===== config.mk =====
export PLATFORM = sky130hd
export DESIGN_NAME = dmem_arbiter
export DESIGN_NICKNAME = d
export VERILOG_FILES = /design/src/rtl/dmem_arbiter.sv
export SDC_FILE = /design/constraint.sdc
export NUM_CORES = 1
export LEC_CHECK = 0
export ABC_CLOCK_PERIOD_IN_PS = 2300
export CORE_ASPECT_RATIO = 1.2
export CORE_MARGIN = 1
export CORE_UTILIZATION = 35
export DETAILED_ROUTE_END_ITERATION = 6
export GPL_TIMING_DRIVEN = 0
export PLACE_DENSITY = 0.64
export SETUP_SLACK_MARGIN = 0.15
export SLEW_MARGIN = 20
export SYNTH_ARGS = -nofsm -noshare
export SYNTH_HDL_FRONTEND = slang
export SYNTH_SLANG_ARGS = --single-unit
export TNS_END_PERCENT = 5

===== constraint.sdc =====
create_clock -name clk -period 2.3 [get_ports clk]
set_clock_uncertainty 0.1 [all_clocks]
set_input_delay 0.345 -clock clk [delete_from_list [all_inputs] [get_ports clk]]
set_output_delay 0.345 -clock clk [all_outputs]
set_load 0.01 [all_outputs]

===== src/rtl/dmem_arbiter.sv =====
// ---------------------------------------------------------------------------
// dmem_arbiter
//
// Round-robin arbiter and sequencer placed in front of a single-port data
// memory (synchronous write, combinational read). Port 0 is the core
// load/store port and port 1 the loader/debug port. Partial byte-enable
// writes are turned into a two-cycle read-modify-write: the old word is
// captured in IDLE and the merged word is written back from MERGE.
//
// Ports (x = 0, 1):
//   clk, rst_n        clock, asynchronous active-low reset
//   px_valid/ready    request handshake (accepted when both high)
//   px_we, px_be      write flag and byte enables (be ignored on reads)
//   px_addr, wdata    word address and write data
//   px_rsp_valid      one-cycle response pulse, no backpressure
//   px_rsp_rdata      memory word as it was before the access
//   mem_we/addr/wdata memory command
//   mem_rdata         combinational read of mem_addr
// ---------------------------------------------------------------------------
module dmem_arbiter #(
    parameter int ADDR_WIDTH = 10,
    parameter int DATA_WIDTH = 32
) (
    input  logic                      clk,
    input  logic                      rst_n,

    input  logic                      p0_valid,
    output logic                      p0_ready,
    input  logic                      p0_we,
    input  logic [DATA_WIDTH/8-1:0]   p0_be,
    input  logic [ADDR_WIDTH-1:0]     p0_addr,
    input  logic [DATA_WIDTH-1:0]     p0_wdata,
    output logic                      p0_rsp_valid,
    output logic [DATA_WIDTH-1:0]     p0_rsp_rdata,

    input  logic                      p1_valid,
    output logic                      p1_ready,
    input  logic                      p1_we,
    input  logic [DATA_WIDTH/8-1:0]   p1_be,
    input  logic [ADDR_WIDTH-1:0]     p1_addr,
    input  logic [DATA_WIDTH-1:0]     p1_wdata,
    output logic                      p1_rsp_valid,
    output logic [DATA_WIDTH-1:0]     p1_rsp_rdata,

    output logic                      mem_we,
    output logic [ADDR_WIDTH-1:0]     mem_addr,
    output logic [DATA_WIDTH-1:0]     mem_wdata,
    input  logic [DATA_WIDTH-1:0]     mem_rdata
);

    localparam int BE_WIDTH = DATA_WIDTH / 8;

    typedef enum logic {
        IDLE  = 1'b0,
        MERGE = 1'b1
    } state_t;

    state_t                  state_q, state_d;
    logic                    last_q, last_d;        // 1 = port 1 was granted last
    logic                    lat_port_q, lat_port_d;
    logic [ADDR_WIDTH-1:0]   lat_addr_q, lat_addr_d;
    logic [BE_WIDTH-1:0]     lat_be_q, lat_be_d;
    logic [DATA_WIDTH-1:0]   lat_wdata_q, lat_wdata_d;
    logic [DATA_WIDTH-1:0]   lat_old_q, lat_old_d;
    logic                    p0_rsp_valid_q, p0_rsp_valid_d;
    logic                    p1_rsp_valid_q, p1_rsp_valid_d;
    logic [DATA_WIDTH-1:0]   p0_rsp_rdata_q, p0_rsp_rdata_d;
    logic [DATA_WIDTH-1:0]   p1_rsp_rdata_q, p1_rsp_rdata_d;

    logic                    any_valid;
    logic                    gnt;
    logic                    req_we;
    logic [BE_WIDTH-1:0]     req_be;
    logic [ADDR_WIDTH-1:0]   req_addr;
    logic [DATA_WIDTH-1:0]   req_wdata;
    logic                    be_full;
    logic                    be_none;

    // Byte-wise merge of new write data into the old memory word.
    function automatic logic [DATA_WIDTH-1:0] merge_bytes(
        input logic [DATA_WIDTH-1:0] new_w,
        input logic [DATA_WIDTH-1:0] old_w,
        input logic [BE_WIDTH-1:0]   be
    );
        logic [DATA_WIDTH-1:0] r;
        r = old_w;
        for (int k = 0; k < BE_WIDTH; k++) begin
            if (be[k]) begin
                r[8*k +: 8] = new_w[8*k +: 8];
            end
        end
        return r;
    endfunction

    // Grant: a lone requester wins; on a tie the port not granted last wins.
    assign any_valid = p0_valid | p1_valid;
    assign gnt       = (p0_valid && p1_valid) ? ~last_q : p1_valid;

    assign req_we    = gnt ? p1_we    : p0_we;
    assign req_be    = gnt ? p1_be    : p0_be;
    assign req_addr  = gnt ? p1_addr  : p0_addr;
    assign req_wdata = gnt ? p1_wdata : p0_wdata;
    assign be_full   = &req_be;
    assign be_none   = ~|req_be;

    always_comb begin
        state_d        = state_q;
        last_d         = last_q;
        lat_port_d     = lat_port_q;
        lat_addr_d     = lat_addr_q;
        lat_be_d       = lat_be_q;
        lat_wdata_d    = lat_wdata_q;
        lat_old_d      = lat_old_q;
        p0_rsp_valid_d = 1'b0;
        p1_rsp_valid_d = 1'b0;
        p0_rsp_rdata_d = p0_rsp_rdata_q;
        p1_rsp_rdata_d = p1_rsp_rdata_q;
        p0_ready       = 1'b0;
        p1_ready       = 1'b0;
        mem_we         = 1'b0;
        mem_addr       = '0;
        mem_wdata      = '0;

        case (state_q)
            IDLE: begin
                // rst_n gating keeps ready and the memory command quiet
                // while reset is held, even with requests pending.
                if (rst_n && any_valid) begin
                    p0_ready = ~gnt;
                    p1_ready = gnt;
                    last_d   = gnt;
                    mem_addr = req_addr;
                    if (req_we && !be_full && !be_none) begin
                        lat_port_d  = gnt;
                        lat_addr_d  = req_addr;
                        lat_be_d    = req_be;
                        lat_wdata_d = req_wdata;
                        lat_old_d   = mem_rdata;
                        state_d     = MERGE;
                    end else begin
                        // Reads, full writes and zero-BE writes finish here;
                        // the pre-write word is what gets returned.
                        mem_we    = req_we && be_full;
                        mem_wdata = (req_we && be_full) ? req_wdata : '0;
                        if (gnt) begin
                            p1_rsp_valid_d = 1'b1;
                            p1_rsp_rdata_d = mem_rdata;
                        end else begin
                            p0_rsp_valid_d = 1'b1;
                            p0_rsp_rdata_d = mem_rdata;
                        end
                    end
                end
            end
            MERGE: begin
                mem_we    = 1'b1;
                mem_addr  = lat_addr_q;
                mem_wdata = merge_bytes(lat_wdata_q, lat_old_q, lat_be_q);
                state_d   = IDLE;
                if (lat_port_q) begin
                    p1_rsp_valid_d = 1'b1;
                    p1_rsp_rdata_d = lat_old_q;
                end else begin
                    p0_rsp_valid_d = 1'b1;
                    p0_rsp_rdata_d = lat_old_q;
                end
            end
            default: state_d = IDLE;
        endcase
    end

    always_ff @(posedge clk or negedge rst_n) begin
        if (!rst_n) begin
            state_q        <= IDLE;
            last_q         <= 1'b1;
            lat_port_q     <= 1'b0;
            lat_addr_q     <= '0;
            lat_be_q       <= '0;
            lat_wdata_q    <= '0;
            lat_old_q      <= '0;
            p0_rsp_valid_q <= 1'b0;
            p1_rsp_valid_q <= 1'b0;
            p0_rsp_rdata_q <= '0;
            p1_rsp_rdata_q <= '0;
        end else begin
            state_q        <= state_d;
            last_q         <= last_d;
            lat_port_q     <= lat_port_d;
            lat_addr_q     <= lat_addr_d;
            lat_be_q       <= lat_be_d;
            lat_wdata_q    <= lat_wdata_d;
            lat_old_q      <= lat_old_d;
            p0_rsp_valid_q <= p0_rsp_valid_d;
            p1_rsp_valid_q <= p1_rsp_valid_d;
            p0_rsp_rdata_q <= p0_rsp_rdata_d;
            p1_rsp_rdata_q <= p1_rsp_rdata_d;
        end
    end

    assign p0_rsp_valid = p0_rsp_valid_q;
    assign p1_rsp_valid = p1_rsp_valid_q;
    assign p0_rsp_rdata = p0_rsp_rdata_q;
    assign p1_rsp_rdata = p1_rsp_rdata_q;

endmodule


==> summary.md, run 1 <==
| Metric | Value |
|---|---|
| Placer congestion estimate | 0.7823 |
| Least-Margin Pin Slew | 663.6 ps |
| Detail Placement HPWL | 16,440 µm |
| Slew Limit Fails | 0 |
| Kind of critical path | reg -> out |
| Power Density | 957.1 nW/µm² |
| Pin count of the biggest net entering global routing | 83 |
| Antenna Cells | 0 |
| Status | complete, but fails checks |
| Required time worst endpoint | 1860 ps |
| Routed len/inst | roughly 19 µm |
| DIE WIDTH | approximately 140 µm |
| Worst-case reg-to-reg path depth | 9 |
| Final setup vio count | 78 |
| Worst min-delay path category | in -> async |
| Core ar. | 21,120 µm² |
| Placed Cells | 1,198 |
| Die ar. | about 22,000 µm² |
| Post-synth cell types | between 40 and 50 |
| Clock root buffer | clkbuf_16 |
| CP Capture Type | primary output |
| H-tree levels | 4 |
| Post-route ant nets | 0 |
| Worst Path Arrival | 2120 ps |
| DIE HEIGHT | 163.6 µm |
| Syn Inst Count | between 600 and 700 |
| Seq/Total Area, Yosys | 48.29% |
| Largest cells by area after synthesis | dfrtp_1 (48%), mux2i_1 (11%), mux2_4 (7.3%), mux2_2 (4.7%), o221a_2 (3.3%) |
| Synthesized area | 7620 µm² |
| Std cell rows | 58 |
| Share of the synthesized area in the top cell type | approximately 48% |
| Clock latency on the worst-skew pair | 430 ps |
| Hold Slack | -305.9 ps |
| Final TNS setup | -10,020 ps |
| Final #Nets | 1,087 |
| Vias in the first global route | 6,260 |
| Mapped Nets | 817 |
| Clock transition at path regs | about 70 ps |
| Max cap viols | 0 |
| GRT overflow | 0 |
| Finished Layout Cells | 1,240 |
| Drt via density | between 5 and 6 |
| Initial antenna violation count | 0 |
| Starting Density | between 30% and 40% |
| Post-synthesis async set-or-reset flop share | 100.0% |
| CTS tree | built |
| Tcrit/Tclk final | 111.7% |
| Global-route wire length before repair | 35,930 µm |
| Pre-CTS setup slack | -1157 ps |
| Critical path peak fanout | 6 |
| Area growth syn-to-layout | 48.97% |
| Most used DFF post-synth | dfrtp_1 |
| Clock sink total | 147 |
| Number of buffers added on ports | 240 |
| 1st-iter DRT viols | 318 |
| P_leak | 4.845 nW |
| Mean Syn Cell Area | about 11 µm² |
| Unrepaired setup endpoints after global routing | true |
| Peak supply drop | 0.5026 mV |
| WL final | roughly 23,000 µm |
| Fin crit period | 2570 ps |
| EDFF count, synth | 0 |
| CTS Buffer Depth | 2 |
| F_max | 0.3891 GHz |
| Hold Fails Final Rpt | 65 |
| Relative slew slack | 55.76% |
| Drt pass-1 iters | 4 |
| Critical Path Start Type | flop |
| Failing checks | negative hold slack, negative setup slack |
| Dominant cell type by area after synthesis | dfrtp_1 |
| Residual DRC count | 0 |
| Clock buffer count from CTS | 17 |
| Worst setup margin | -269.8 ps |
| GRT Total Usage | 21.48% |
| Layout cells sized above 1 | between 20% and 30% |
| Synthesis-stage register bit count | 147 |
| Ys Warns | 0 |
| Via count | 6,253 |
| IO Pins | around 240 |
final cells by class:
cell class	count	area [µm²]
buffer	52	485.5
clock inverter	13	170.2
fill	1924	9767
clock buffer	19	452.9
inverter	43	161.4
tap	270	337.8
timing repair buffer	251	2391
multi-input combinational	445	3671
sequential	147	3681
routing by layer:
| metal | up-vias | GRT usage, % | part of all wire [%] |
|---|---|---|---|
| met3 | 23 | 4.345 | 4.5 |
| met1 | 3074 | 27.42 | 43 |
| met5 | - | 0 | 0 |
| li1 | 2983 | - | - |
| met2 | 173 | 36.46 | 52 |
| met4 | 0 | 6.010 | 1.3 |
final timing paths:
kind	from	slack [ps]	endpoint
hold reg to reg	lat_wdata_q[19]$_DFFE_PN0P_	420	lat_wdata_q[19]$_DFFE_PN0P_
setup / recovery	last_q$_DFFE_PN1P_	-270	mem_wdata[8]
hold / removal	rst_n	-310	lat_addr_q[4]$_DFFE_PN0P_
setup reg to reg	last_q$_DFFE_PN1P_	-70	lat_old_q[20]$_DFFE_PN0P_
max in group asynchronous	rst_n	1660	lat_wdata_q[22]$_DFFE_PN0P_
min in group clk	p0_be[0]	350	lat_be_q[0]$_DFFE_PN0P_
cell families after synthesis:
kind of cell	count (synthesis)	share of synthesized area, %
flops	147	48.29
buf+inv	95	6.174
simple gates	141	8.998
mux	153	23.05
compound gates	151	13.48
cells in the mapped netlist, types with 2 or more instances:
master and instances:
o21ai_0 44, mux2_2 32, mux2i_1 84, a21oi_1 33
o21bai_1 2, nand2_1 54, nor2b_1 2, buf_2 10
nor2_1 35, clkbuf_1 26, o221a_1 10, o22ai_1 32
inv_1 43, nand4_1 2, mux2_4 37, buf_6 11
buf_4 5, nor3b_1 2, dfrtp_1 146, nand2b_1 35
o221a_2 22
worst max-delay path, cell delays in order, from the launching register on:
cell	delay, ps
dfstp_2	590
a21boi_4	90
nor3b_4	270
o21bai_4	90
buf_12	150
buf_6	110
buf_8	120
o21ai_1	100
buf_2	160
where the power goes:
group / switching (mW) / internal [mW]
Combinational: 1.53 / 2.33
Sequential: 0.603 / 3.49
Clock: 1.22 / 1.70
layout by cell type (no fill, tap or decap), drive strengths merged, types with 2 or more instances in the layout:
master,count
a21oi,34
inv,47
clkinv,6
nor2,35
bufinv,2
o21bai,2
o21ai,44
clkbuf,41
o221a,32
dfrtp,146
nor2b,2
nor3b,2
buf,76
nand2,54
nand2b,35
o22ai,32
mux2,69
nand4,3
clkdlybuf4s50,190
dlygate4sd2,14
mux2i,84
state kept, by name (all words and copies together) (netlist names):
| signal | flops |
|---|---|
| last_q | 1 |
| lat_old_q | 32 |
| p0_rsp_valid | 1 |
| lat_be_q | 4 |
| state_q | 1 |
| p1_rsp_valid | 1 |
| lat_wdata_q | 32 |
| p1_rsp_rdata | 32 |
| lat_addr_q | 10 |
| lat_port_q | 1 |
| p0_rsp_rdata | 32 |
metrics by stage:
step	utilization, %	cell area (µm²)	hold WS [ps]	power (mW)
final	53.75	11350	-305.9	10.86
after floorplan	-	7620	-50.59	6.037
after detailed placement	49.21	10390	239.5	7.932
after global routing	53.75	11350	-290.0	11.46
after CTS	52.85	11160	-289.0	10.91
after global placement	49.06	10360	400.2	7.865
what timing repair did:
| action | CTS | global route |
|---|---|---|
| hold endpoints to repair | 64 | 64 |
| gates resized for setup | 240 | 91 |
| setup endpoints to repair | 119 | 183 |
| setup buffers | 5 | 3 |
| cloned | 1 | 1 |
| pin swaps | 9 | 18 |
Power figures use the tool's default switching activity.
==> inputs of run 2 (changes only) <==
--- a/config.mk
+++ b/config.mk
@@ -7,7 +7,7 @@
 export LEC_CHECK = 0
 export ABC_CLOCK_PERIOD_IN_PS = 2300
 export CORE_ASPECT_RATIO = 1.2
-export CORE_MARGIN = 1
+export CORE_MARGIN = 2
 export CORE_UTILIZATION = 35
 export DETAILED_ROUTE_END_ITERATION = 6
 export GPL_TIMING_DRIVEN = 0
==> run 2 against run 1 <==
  * The flow still finishes with violations (negative hold slack, negative setup slack)
  * Cell count grew 0.24%
  * Largest power group unchanged
  * Routed wire length up 1.1%
  * Clock power about the same
  * Flip-flop and latch count stayed put
  * Maximum frequency rose by 1.8%
  * Sequential share of layout area down 0.29 points
  * Sequential power about the same
  * Setup slack better by 44 ps
  * Register-to-register slack better by 140 ps
  * Largest cell class is now multi-input combinational cells
==> summary.md, run 2 (same netlist as run 1, synthesis figures left out) <==
| Metric | Value |
|---|---|
| Placer congestion estimate | 0.8348 |
| Post-route ant nets | 0 |
| Vias in the first global route | 6,623 |
| Detail Placement HPWL | approximately 17,000 µm |
| Critical path peak fanout | 7 |
| Clock latency on the worst-skew pair | roughly 420 ps |
| Reg2Reg Capture Point | lat_old_q[14]$_DFFE_PN0P_ |
| DIE WIDTH | 138.7 µm |
| Pint | 7.566 mW |
| Family with the most delay on the worst path | flip-flops |
| Starting Density | roughly 35% |
| Critical path cell sequence | a21boi_4 -> nor3b_4 -> o21bai_4 -> buf_12 -> buf_6 -> buf_6 -> o21ai_2 -> buf_6 |
| Critical Path Start Type | flop |
| Area growth syn-to-layout | 50.30% |
| Final instance area | 11,450 µm² |
| Power consumption | 10.90 mW |
| FF-to-FF Start | last_q$_DFFE_PN1P_ |
| Residual DRC count | 0 |
| Status | complete, but fails checks |
| GRT Total Usage | 20.44% |
| Sequential Area | 3681 µm² |
| Max stage delay on crit path | 580 ps |
| Net switching power figure | 3.329 mW |
| Peak supply drop | 0.5169 mV |
| Max cap viols | 0 |
| CTS tree | built |
| Slew Limit Fails | 0 |
| F_max | 0.3960 GHz |
| Least-Margin Pin Slew | 654.1 ps |
| CP max-delay cell | dfstp_2 |
| Flop pwr share | 37.6% |
| Fin crit period | 2525 ps |
| Clock root buffer | clkbuf_16 |
| Kind of critical path | reg -> out |
| WL final | 23,580 µm |
| Crit path buf inv count | 4 |
| Pin count of the biggest net entering global routing | 79 |
| Worst Path Arrival | 2080 ps |
| Clock sink total | 147 |
| Clock buffer count from CTS | 17 |
| Unrepaired setup endpoints after global routing | true |
| Tcrit/Tclk final | 109.8% |
| Std cell rows | 59 |
| Clock power frac | 26.5% |
| Most common cell after layout, fill and taps aside | clkdlybuf4s50_1 |
| Routed len/inst | approximately 19 µm |
| Layout cells sized above 1 | 26.96% |
| Cell mode on critical path | buf_6 |
| H-tree levels | 4 |
| Sw Share | 30.55% |
| Global-route wire length before repair | approximately 37,000 µm |
| Initial antenna violation count | 1 |
| Post-DP Area | ~10,000 µm² |
| Final #Nets | ~1,100 |
| Commonest non-fill, non-tap cells in the layout | clkdlybuf4s50_1 (192), dfrtp_1 (145), mux2i_1 (68) |
| R2R setup slack | 70 ps |
| Number of buffers added on ports | 240 |
| Required time worst endpoint | approximately 1900 ps |
| Die ar. | roughly 23,000 µm² |
| Drt pass-1 iters | 4 |
| Area of the multi-input gates | 3750 µm² |
| Filler instances | 1,937 |
| DIE HEIGHT | 165.6 µm |
| Failing checks | negative hold slack, negative setup slack |
| Crit path from | last_q$_DFFE_PN1P_ |
| Relative slew slack | 56.39% |
| Worst min-delay path category | in -> async |
| Hold Fails Final Rpt | 68 |
| P_leak | 4.817 nW |
| Final setup vio count | 42 |
| Via count | 6,207 |
| CP Capture Type | primary output |
| CTS Buffer Depth | 2 |
| Clock transition at path regs | 70 ps |
| Worst setup margin | -225.4 ps |
| Drt via density | 4.994 |
| Hold Slack | -311.4 ps |
| 1st-iter DRT viols | 247 |
| Pre-CTS setup slack | -1135 ps |
| GRT overflow | 0 |
| Power Density | 951.4 nW/µm² |
| IO Pins | 241 |
| Core ar. | 21,560 µm² |
| Comb power frac | 35.9% |
| Worst-case reg-to-reg path depth | 8 |
## run 2: cell types whose count changed in the layout (fill, tap and decap cells not counted), moves of 3 or more
cell,previous run,this run
clkinvlp_4,1,4
clkbuf_4,1,4
inv_8,3,0
buf_8,5,8
clkbuf_2,7,10
clkdlybuf4s15_1,0,6
mux2i_1,71,68
dlygate4sd2_1,14,3
buf_6,25,20
mux2i_4,2,5
inv_6,1,5
clkinv_4,5,1
buf_4,10,3
## run 2: worst max-delay path by stage
stage / endpoint / slack (ps) / depth (start not counted)
5_1_grt: mem_wdata[31] / -310 / 8
6_report: mem_wdata[31] / -230 / 8
3_5_place_dp: mem_wdata[9] / -1140 / 7
2_1_floorplan: mem_wdata[10] / 350 / 6
4_1_cts: mem_wdata[16] / -330 / 6
3_3_place_gp: mem_wdata[15] / -6350 / 7
## run 2: metal layers
metal / global-route usage, % / vias to the layer above / share of wire (%)
met5: 0 / - / 0
met4: 8.213 / 0 / 2.8
met3: 4.539 / 32 / 5.1
met2: 35.26 / 176 / 50
met1: 24.87 / 3023 / 42
li1: - / 2976 / -
## run 2: area by class of cell
class                   count  share of cell area, %
well taps                 274                  2.994
clock buffers              18                  3.747
plain buffers              52                  4.447
inverters                  43                  1.409
multi-input cells         445                  32.74
clock inverters            13                  1.508
flip-flops and latches    147                  32.14
repair buffers            250                  20.99
diodes                      1                0.02185
## run 2: through the flow
stage               cells  util [%]  TNS [ps]
floorplan             687         -         0
global placement     1201     48.08  -1911590
detailed placement   1202     48.24    -80140
CTS                  1238     52.36    -10060
global route         1243     53.13    -11030
finish               1243     53.13     -7031
## run 2: power groups by stage
stage / clock, mW / sequential (mW) / combinational [mW]
after floorplan: 0 / 4.18 / 1.86
after global placement: 0 / 4.10 / 3.77
after detailed placement: 0 / 4.12 / 3.83
after CTS: 2.95 / 4.09 / 3.88
after global routing: 3.05 / 4.22 / 4.21
final: 2.89 / 4.09 / 3.91
## run 2: timing repair
action | CTS | global route
gates resized for setup | 190 | 168
hold endpoints to repair | 68 | 68
pin swaps | 8 | 13
buffers inserted | 4 | 2
setup endpoints to repair | 114 | 183
cloned | 1 | 2
